`src/rtl/execute_memory_reg.sv`:
```
// execute_memory_reg: Execute-to-Memory boundary of the pipelined CPU.
// Evaluates the E-stage condition code against the architectural NZCV flags,
// updates those flags from the ALU, qualifies the instruction's side effects
// by the condition result and latches everything into the M-stage register.
// Optional feature: define EXMEM_SQUASH_CNT_EN to add a 16-bit counter
// (SquashCount) of condition-failed instructions that carried side effects.
module execute_memory_reg #(
  parameter int WIDTH = 8
) (
  input  logic             clk,
  input  logic             reset,
  input  logic             StallM,
  input  logic             FlushM,
  input  logic [3:0]       CondE,
  input  logic [1:0]       FlagWriteE,
  input  logic [3:0]       ALUFlags,
  input  logic             RegWriteE,
  input  logic             MemWriteE,
  input  logic             MemtoRegE,
  input  logic             PCSrcE,
  input  logic [WIDTH-1:0] ALUResultE,
  input  logic [WIDTH-1:0] WriteDataE,
  input  logic [3:0]       WA3E,
  output logic             CondExE,
  output logic             PCRedirectE,
  output logic             RegWriteM,
  output logic             MemWriteM,
  output logic             MemtoRegM,
  output logic             PCSrcM,
  output logic [WIDTH-1:0] ALUResultM,
  output logic [WIDTH-1:0] WriteDataM,
  output logic [3:0]       WA3M,
  output logic [3:0]       FlagsQ
`ifdef EXMEM_SQUASH_CNT_EN
  ,
  output logic [15:0]      SquashCount
`endif
);

  typedef struct packed {
    logic             reg_write;
    logic             mem_write;
    logic             mem_to_reg;
    logic             pc_src;
    logic [WIDTH-1:0] alu_result;
    logic [WIDTH-1:0] write_data;
    logic [3:0]       wa3;
  } m_stage_t;

  m_stage_t   m_q, m_d;
  logic [3:0] flags_q, flags_d;
  logic       cond_ex;
  logic       flag_n, flag_z, flag_c, flag_v;
  logic       advance;

  assign {flag_n, flag_z, flag_c, flag_v} = flags_q;

  // The instruction moves into M (and may commit flags) only when neither held nor bubbled.
  assign advance = !StallM && !FlushM;

  // Condition check uses only the registered flags, so ALUFlags never reaches CondExE.
  always_comb begin
    // NOTE: every always_comb output gets a default first so no path can infer a latch.
    cond_ex = 1'b0;
    case (CondE)
      4'b0000: cond_ex = flag_z;
      4'b0001: cond_ex = !flag_z;
      4'b0010: cond_ex = flag_c;
      4'b0011: cond_ex = !flag_c;
      4'b0100: cond_ex = flag_n;
      4'b0101: cond_ex = !flag_n;
      4'b0110: cond_ex = flag_v;
      4'b0111: cond_ex = !flag_v;
      4'b1000: cond_ex = flag_c && !flag_z;
      4'b1001: cond_ex = !flag_c || flag_z;
      4'b1010: cond_ex = (flag_n == flag_v);
      4'b1011: cond_ex = (flag_n != flag_v);
      4'b1100: cond_ex = !flag_z && (flag_n == flag_v);
      4'b1101: cond_ex = flag_z || (flag_n != flag_v);
      4'b1110: cond_ex = 1'b1;
      default: cond_ex = 1'b0;
    endcase
  end

  // Flag next-state: each half of NZCV is written only by a passing, advancing instruction.
  always_comb begin
    flags_d = flags_q;
    if (cond_ex && advance) begin
      if (FlagWriteE[1]) flags_d[3:2] = ALUFlags[3:2];
      if (FlagWriteE[0]) flags_d[1:0] = ALUFlags[1:0];
    end
  end

  // M-register next-state: flush beats stall beats load; failed instructions keep their data.
  always_comb begin
    m_d = m_q;
    if (FlushM) begin
      m_d = '0;
    end else if (!StallM) begin
      m_d.reg_write  = RegWriteE && cond_ex;
      m_d.mem_write  = MemWriteE && cond_ex;
      m_d.mem_to_reg = MemtoRegE;
      m_d.pc_src     = PCSrcE && cond_ex;
      m_d.alu_result = ALUResultE;
      m_d.write_data = WriteDataE;
      m_d.wa3        = WA3E;
    end
  end

  // Pipeline state with asynchronous clear.
  always_ff @(posedge clk or posedge reset) begin
    // NOTE: sequential state uses non-blocking assignments so all flops sample together.
    if (reset) begin
      m_q     <= '0;
      flags_q <= '0;
    end else begin
      m_q     <= m_d;
      flags_q <= flags_d;
    end
  end

`ifdef EXMEM_SQUASH_CNT_EN
  logic [15:0] squash_cnt_q, squash_cnt_d;

  // Count advancing instructions whose side effects were cancelled; wraps naturally.
  always_comb begin
    squash_cnt_d = squash_cnt_q;
    if (advance && !cond_ex && (RegWriteE || MemWriteE || PCSrcE))
      squash_cnt_d = squash_cnt_q + 16'd1;
  end

  // Squash counter register.
  always_ff @(posedge clk or posedge reset) begin
    if (reset) squash_cnt_q <= '0;
    else       squash_cnt_q <= squash_cnt_d;
  end

  assign SquashCount = squash_cnt_q;
`endif

  assign CondExE     = cond_ex;
  assign PCRedirectE = PCSrcE && cond_ex;
  assign RegWriteM   = m_q.reg_write;
  assign MemWriteM   = m_q.mem_write;
  assign MemtoRegM   = m_q.mem_to_reg;
  assign PCSrcM      = m_q.pc_src;
  assign ALUResultM  = m_q.alu_result;
  assign WriteDataM  = m_q.write_data;
  assign WA3M        = m_q.wa3;
  assign FlagsQ      = flags_q;

endmodule

```
`config.mk`:
```
export PLATFORM = sky130hd
export DESIGN_NAME = execute_memory_reg
export DESIGN_NICKNAME = d
export VERILOG_FILES = /design/src/rtl/execute_memory_reg.sv
export SDC_FILE = /design/constraint.sdc
export NUM_CORES = 1
export LEC_CHECK = 0
export ABC_AREA = 1
export CAP_MARGIN = 25
export CELL_PAD_IN_SITES_DETAIL_PLACEMENT = 1
export CELL_PAD_IN_SITES_GLOBAL_PLACEMENT = 1
export CORE_ASPECT_RATIO = 0.8
export CORE_UTILIZATION = 25
export DETAILED_ROUTE_END_ITERATION = 8
export MAX_ROUTING_LAYER = met4
export PLACE_DENSITY_LB_ADDON = 0.2
export SYNTH_ARGS = -nofsm -noshare
export SYNTH_HDL_FRONTEND = slang
export SYNTH_SLANG_ARGS = --single-unit
```
`constraint.sdc`:
```
create_clock -name clk -period 1.2 [get_ports clk]
set_input_delay 0.24 -clock clk [delete_from_list [all_inputs] [get_ports clk]]
set_output_delay 0.24 -clock clk [all_outputs]
set_load 0.01 [all_outputs]
```
==> flow_summary.rst, run 1 <==
.. list-table::
   :header-rows: 1

   * - Metric
     - Value
   * - Syn_nets
     - between 150 and 200
   * - Max_cap viols
     - 0
   * - Clk buf depth
     - 2
   * - Via count of the first global-routing pass
     - between 1,000 and 1,500
   * - Count of endpoints failing hold in the final timing report
     - 0
   * - FMAX
     - roughly 570 MHz
   * - Clock latency of the later-clocked register in the worst-skew pair
     - about 270 ps
   * - Width of the chip
     - 82.6 um
   * - Actual slew at the worst max-slew pin
     - 260 ps
   * - Last weighted congestion value of the routability-driven placer
     - about 0.82
   * - Multiplexer fraction of the synthesized cell area
     - 0%
   * - Gate power share
     - 46.4%
   * - Ports placed on the boundary
     - 68
   * - Fraction of power consumed by the clock network
     - ~16%
   * - Critical Path, Cell by Cell
     - buf_6 > a21oi_4 > nand2_1 > nand2_1 > nand2_2 > nor2_4 > nand2_4 > nand2_2 > inv_2 > buf_6
   * - Worst path arrival time
     - 1530 ps
   * - Largest family of logic cells by synthesized area
     - simple AND/OR/NAND/NOR gates
   * - Startpoint kind of the worst setup timing path
     - register
   * - Global-route wire length before repair
     - 6820 um
   * - Number of unique standard cell types used by synthesis
     - 22
   * - Die Height
     - 66.5 um
   * - Hold Crit Class
     - input port to async pin
   * - Footprint of the flip-flops and latches
     - 703 um2
   * - Total of hold buffers inserted after clock tree synthesis
     - 0
   * - Mean number of vias per cell
     - between 4 and 5
   * - Routed WL
     - between 4000 and 5000 um
   * - Required time at the endpoint of the critical path
     - approximately 960 ps
   * - Maximum vdd ir drop
     - about 0.00061 V
   * - Grt total ovfl
     - 0
   * - Pin count of the biggest net entering global routing
     - 20
   * - Rel. slew slack
     - between 80% and 90%
   * - Core area
     - 0.00501 mm2
   * - Initial core utilization
     - between 20% and 30%
   * - Router iterations before antenna repair
     - 4
   * - Static Leak
     - around 1.2 nW
   * - Maximum fanout along the worst path
     - 3
   * - Portion of the clock cycle consumed by the worst path in the final layout
     - 147%
   * - Switch Pwr
     - about 1.0 mW
   * - Critical Setup Path Class
     - register to output pin
   * - Most common cell after layout, fill and taps aside
     - sky130_fd_sc_hd__clkdlybuf4s50_1
   * - Most used cells in the layout excluding fill and tap cells
     - sky130_fd_sc_hd__clkdlybuf4s50_1 (33), sky130_fd_sc_hd__dfrtp_1 (26), sky130_fd_sc_hd__nand2_1 (25), sky130_fd_sc_hd__buf_4 (22)
   * - I/O Buffers
     - 67
   * - Area taken by multi-input logic gates
     - 592 um2
   * - Share of the yosys chip area belonging to registers
     - a little over half
   * - DRC violations left
     - 0
   * - Half-perimeter wire length after placement
     - about 3300 um
   * - Count of final max-slew check failures
     - 0
   * - Kind of end point of the critical path
     - output pin
   * - Reg-to-reg slack, setup
     - -380 ps
   * - Synthesis-to-finish area growth
     - 81.7%
   * - Clock tree root buffer cell
     - sky130_fd_sc_hd__clkbuf_8
   * - Setup repair after global routing missed its margin
     - true
   * - Initial antenna violation count
     - 0
   * - Sequential share of power
     - a little under two fifths
   * - Reg clk slew, reported paths
     - about 90 ps
   * - CTS H-tree lvls
     - 1
   * - Number of clock sinks seen by CTS
     - 28
   * - Yosys warning count
     - 0
   * - Critical path's top delay family
     - flip-flops
   * - Remaining number of nets flagged by the antenna check after routing
     - 0
   * - Worst r2r src
     - FlagsQ[3]$_DFFE_PP0P_
   * - Via count of the routed design
     - between 1,000 and 1,500
   * - Slowest cell on the critical path
     - sky130_fd_sc_hd__dfrtp_1
   * - Layout Utilization
     - a little under half
   * - TritonCTS clock tree
     - done
   * - Total internal power
     - around 2.1 mW
   * - Final-layout setup total negative slack
     - -3530 ps
   * - All-layer global routing usage
     - 17.0%
   * - Mapped Cells
     - 133
   * - Diode insertion count for antenna repair
     - 0
   * - Layout fillers
     - between 500 and 600
   * - Xor/xnor share of the synthesized area
     - 0%
   * - Post-synth design cell area
     - 0.00130 mm2
   * - Post-route minimum period
     - around 1800 ps
   * - Rows
     - 23
   * - Pwr/cell area
     - ~1300 mW/mm2
   * - Simple-gate portion of the synthesized area
     - 24.9%
   * - Adder and majority gate portion of the synthesized area
     - 0%
   * - Final count of negative-setup-slack endpoints
     - 10
   * - Die area
     - 0.00549 mm2
   * - Reg-to-Reg End
     - FlagsQ[3]$_DFFE_PP0P_
   * - Final routed wire length divided by cell count
     - between 10 and 15 um
   * - Avg Cell Area, Syn
     - roughly 9.8 um2
   * - Synth Area in Compound Gates
     - 15.8%
   * - Setup slack of the critical path after layout
     - -569 ps
   * - Buffering stage count on the worst path with inverters included
     - 3
   * - Cells on worst reg2reg path
     - 14
   * - Failing checks
     - negative setup slack
   * - Pre-CTS setup slack
     - -1160 ps
   * - Flops & latches, synth
     - 28
   * - Share of layout cells above drive strength 1
     - 32.3%
   * - Clock skew after layout
     - 1.40 ps
   * - Cts bufs inserted
     - 3
   * - Sw Ratio
     - roughly a third
   * - Total power after layout
     - around 3.1 mW
   * - Outcome
     - finished with violations
   * - Peak per-stage delay on the critical path
     - around 430 ps
   * - Nets
     - around 270
   * - Initial DRC Count
     - 34
Yosys cell counts (all sizes together):
master	count	share of area (%)
buf	4	1.6
a22o	21	14
a21oi	2	1.6
nor2	9	3.4
dfrtp	28	54
nand3	12	5.4
clkbuf	1	0.29
clkinv	2	0.58
nor3	1	0.38
nand3b	1	0.87
nand4	4	1.9
nand2	38	13
inv	10	2.9
through the flow:
stage                     instance area (um2)  cells  hold slack, ps
after floorplan                          1300    133             305
after global placement                   2160    273             468
after detailed placement                 2160    273             480
after CTS                                2240    283             264
after global routing                     2360    288             282
final                                    2360    288             263
flip-flops by register name, indices dropped and copies added, names as in the netlist:
name / cells
ALUResultM: 8
FlagsQ: 4
MemWriteM: 1
MemtoRegM: 1
PCSrcM: 1
RegWriteM: 1
WA3M: 4
WriteDataM: 8
layer usage:
metal | track usage [%] | part of all wire [%] | vias to the layer above
met3 | 5.07 | 7.1 | 4
met4 | 2.37 | 0.35 | 0
met1 | 20.7 | 42 | 648
met2 | 28.4 | 50 | 43
li1 | - | - | 640
met5 | - | 0 | -
power groups by stage:
| stage | Combinational [mW] | Clock (mW) | Sequential [mW] |
|---|---|---|---|
| CTS | 1.30 | 0.523 | 1.15 |
| finish | 1.45 | 0.503 | 1.17 |
| global route | 1.57 | 0.559 | 1.19 |
| global placement | 1.20 | 0 | 1.16 |
| floorplan | 0.420 | 0 | 1.22 |
| detailed placement | 1.24 | 0 | 1.17 |
tightest hold or removal path, cell delays in order:
cell and delay (ps):
sky130_fd_sc_hd__clkdlybuf4s50_1 390, sky130_fd_sc_hd__inv_1 70, sky130_fd_sc_hd__buf_4 180
kinds of logic after synthesis:
| family | count (synthesis) |
|---|---|
| simple gates | 65 |
| flops | 28 |
| buf+inv | 17 |
| compound gates | 23 |
repair_timing:
item,4_1_cts,5_1_grt
setup buffers,15,7
resized for setup,69,38
pin swaps,5,5
endpoints found under the setup margin,37,30
worst max path at each step:
stage                                     start          end  slack, ps  cells past startpoint
final                     FlagsQ[2]$_DFFE_PP0P_  PCRedirectE       -570                     10
after global routing      FlagsQ[0]$_DFFE_PP0P_  PCRedirectE       -660                     12
after CTS                 FlagsQ[2]$_DFFE_PP0P_  PCRedirectE       -600                     10
after detailed placement               CondE[2]  PCRedirectE      -1160                     12
after global placement                 CondE[3]  PCRedirectE      -1080                     12
after floorplan           FlagsQ[3]$_DFFE_PP0P_  PCRedirectE       -190                     11
final cells by class:
cell class | count | share of cell area (%)
repair buffers | 95 | 38.2
well taps | 62 | 3.29
multi-input cells | 88 | 25.1
inverters | 12 | 1.91
flip-flops and latches | 28 | 29.8
clock buffers | 3 | 1.75
No activity file was read; power rests on OpenSTA's default activity.
==> run 2: changes to the inputs <==
--- a/config.mk
+++ b/config.mk
@@ -13,7 +13,8 @@
 export CORE_UTILIZATION = 25
 export DETAILED_ROUTE_END_ITERATION = 8
 export MAX_ROUTING_LAYER = met4
-export PLACE_DENSITY_LB_ADDON = 0.2
+export PLACE_DENSITY_LB_ADDON = 0.1
 export SYNTH_ARGS = -nofsm -noshare
 export SYNTH_HDL_FRONTEND = slang
 export SYNTH_SLANG_ARGS = --single-unit
+export TNS_END_PERCENT = 10
==> flow_summary.rst, run 2 (same netlist as run 1, synthesis figures left out) <==
.. list-table::
   :header-rows: 1

   * - Metric
     - Value
   * - Outcome
     - finished with violations
   * - Failing checks
     - negative setup slack
   * - Rows
     - 23 (unchanged)
   * - Startpoint kind of the worst setup timing path
     - register
   * - Max_cap viols
     - 0 (unchanged)
   * - Cell Count, Final, Fillers Out
     - 277 (-3.8%)
   * - Most common cell after layout, fill and taps aside
     - sky130_fd_sc_hd__clkdlybuf4s50_1
   * - Mean number of vias per cell
     - 4.48 (-3.4%)
   * - Rel. slew slack
     - 83.0% (+0.34 points)
   * - Placed instance count
     - 272 (-0.37%)
   * - Core area
     - 0.00501 mm2 (unchanged)
   * - Post-route minimum period
     - 1740 ps (-27.9 ps)
   * - Pre-CTS setup slack
     - -1060 ps (+90.7 ps)
   * - Clk buf depth
     - 2 (unchanged)
   * - Required time at the endpoint of the critical path
     - 960 ps (about the same)
   * - Slowest cell on the critical path
     - sky130_fd_sc_hd__dfrtp_1
   * - Die Height
     - 66.5 um (unchanged)
   * - Count of endpoints failing hold in the final timing report
     - 0 (unchanged)
   * - Via count of the first global-routing pass
     - 1,341 (-7.3%)
   * - Reg clk slew, reported paths
     - 100 ps (about the same)
   * - Initial core utilization
     - 25.9% (unchanged)
   * - Setup repair after global routing missed its margin
     - true
   * - Cts bufs inserted
     - 3 (unchanged)
   * - Synthesis-to-finish area growth
     - 72.8%
   * - TritonCTS clock tree
     - done
   * - Portion of the clock cycle consumed by the worst path in the final layout
     - 145% (-2.3 points)
   * - Final worst hold slack
     - 294 ps (+31.3 ps)
   * - Worst path arrival time
     - 1500 ps (-30 ps)
   * - Final count of negative-setup-slack endpoints
     - 12 (+2)
   * - Initial antenna violation count
     - 0 (unchanged)
   * - Clock tree root buffer cell
     - sky130_fd_sc_hd__clkbuf_8
   * - Clock skew after layout
     - 0.932 ps (-0.466 ps)
   * - Diode insertion count for antenna repair
     - 0 (unchanged)
   * - Peak per-stage delay on the critical path
     - 420 ps (about the same)
   * - Cells on worst reg2reg path
     - 13 (-1)
   * - Router iterations before antenna repair
     - 6 (+2)
   * - Worst r2r src
     - FlagsQ[3]$_DFFE_PP0P_
   * - Last weighted congestion value of the routability-driven placer
     - 0.762 (-7.1%)
   * - Half-perimeter wire length after placement
     - 3260 um (about the same)
   * - Most used cells in the layout excluding fill and tap cells
     - sky130_fd_sc_hd__clkdlybuf4s50_1 (33), sky130_fd_sc_hd__dfrtp_1 (28), sky130_fd_sc_hd__nand2_1 (26), sky130_fd_sc_hd__clkdlybuf4s15_1 (23), sky130_fd_sc_hd__a22o_1 (21)
   * - Clock latency of the later-clocked register in the worst-skew pair
     - 270 ps (about the same)
   * - Initial DRC Count
     - 49 (+44%)
   * - Remaining number of nets flagged by the antenna check after routing
     - 0 (unchanged)
   * - Via count of the routed design
     - 1,240 (-7.1%)
   * - Reg-to-reg slack, setup
     - -260 ps (+120 ps)
   * - Setup slack of the critical path after layout
     - -541 ps (+27.9 ps)
   * - Hold Crit Class
     - input port to async pin
   * - Static Leak
     - 1.08 nW (-6.7%)
   * - Final routed wire length divided by cell count
     - 14.9 um (+0.74%)
   * - I/O Buffers
     - 67 (unchanged)
   * - Total of hold buffers inserted after clock tree synthesis
     - 0 (unchanged)
   * - Die area
     - 0.00549 mm2 (unchanged)
   * - Maximum vdd ir drop
     - 0.000702 V (+16%)
   * - Pwr/cell area
     - 1310 mW/mm2 (-0.68%)
   * - Grt total ovfl
     - 0 (unchanged)
   * - Maximum fanout along the worst path
     - 4 (+1)
   * - DRC violations left
     - 0 (unchanged)
   * - CTS H-tree lvls
     - 1 (unchanged)
   * - Layout fillers
     - 567 (-1.0%)
   * - Layout Utilization
     - 44.8% (-2.3 points)
   * - Share of layout cells above drive strength 1
     - 27.4% (-4.9 points)
   * - Pin count of the biggest net entering global routing
     - 25 (+25%)
   * - Nets
     - 254 (-4.5%)
   * - Critical Setup Path Class
     - register to output pin
   * - Kind of end point of the critical path
     - output pin
   * - Width of the chip
     - 82.6 um (unchanged)
   * - Cell seen most often among critical-path stages
     - sky130_fd_sc_hd__nand2_2
   * - Reg-to-Reg End
     - FlagsQ[0]$_DFFE_PP0P_
   * - Critical Path, Cell by Cell
     - inv_2 > nand2_2 > nand2_2 > nand2_2 > nand2_1 > nand2_1 > nand2_2 > nor2_4 > nand2_4 > nand2_2 > inv_2 > buf_6
   * - Routed WL
     - 4120 um (-3.1%)
   * - FMAX
     - 574 MHz (+1.6%)
   * - Global-route wire length before repair
     - 6600 um (-3.1%)
   * - Count of final max-slew check failures
     - 0 (unchanged)
   * - Number of clock sinks seen by CTS
     - 28 (unchanged)
   * - Ports placed on the boundary
     - 68 (unchanged)
   * - All-layer global routing usage
     - 16.5% (-0.46 points)
   * - Actual slew at the worst max-slew pin
     - 254 ps (-5.15 ps)
-- run 2: repair_timing --
| item | 4_1_cts | 5_1_grt |
|---|---|---|
| resized for setup | 79 | 14 |
| setup buffers | 0 | 2 |
| pin swaps | 2 | 2 |
| setup endpoints to repair | 37 | 31 |
-- run 2: metal layers --
layer  part of all wire, %  vias up  global-route usage, %
li1                      -      616                      -
met1                    49      588                   22.6
met2                    46       36                   26.4
met3                   5.2        0                   3.56
met4                     0        0                  0.647
met5                     0        -                      -
-- run 2: area by class of cell --
cell class                 instances  area [um2]  share of cell area [%]
tap                               62        77.6                    3.46
inverter                          12        45.0                    2.01
sequential                        28         701                    31.2
multi-input combinational         88         571                    25.4
clock buffer                       4        55.1                    2.45
timing repair buffer              83         796                    35.5
-- run 2: worst max-delay path by stage --
stage               slack (ps)                  start  cells after the start     endpoint
floorplan                 -190  FlagsQ[3]$_DFFE_PP0P_                     11  PCRedirectE
global placement         -1090               CondE[3]                     12  PCRedirectE
detailed placement       -1060               CondE[3]                     12  PCRedirectE
CTS                       -580  FlagsQ[2]$_DFFE_PP0P_                     10  PCRedirectE
global route              -670  FlagsQ[3]$_DFFE_PP0P_                     12  PCRedirectE
finish                    -540  FlagsQ[3]$_DFFE_PP0P_                     12  PCRedirectE
-- run 2: stage by stage --
| stage | power [mW] | cell area (um2) | TNS [ps] |
|---|---|---|---|
| finish | 2.95 | 2240 | -2860 |
| global route | 3.14 | 2240 | -4230 |
| CTS | 2.94 | 2220 | -3150 |
| detailed placement | 2.38 | 2160 | -11990 |
| global placement | 2.37 | 2160 | -11200 |
| floorplan | 1.64 | 1300 | -964 |
-- run 2: critical path, delay by kind of cell, from the launching register on --
family	cells	cell delay, ps
and+or+nand+nor	9	590
DFF	1	420
buffers and inverters	3	210
-- run 2: report_power, final --
group          internal, mW  switching, mW  total (mW)
Sequential             1.05          0.102        1.16
Combinational         0.629          0.579        1.21
Clock                 0.294          0.294       0.587
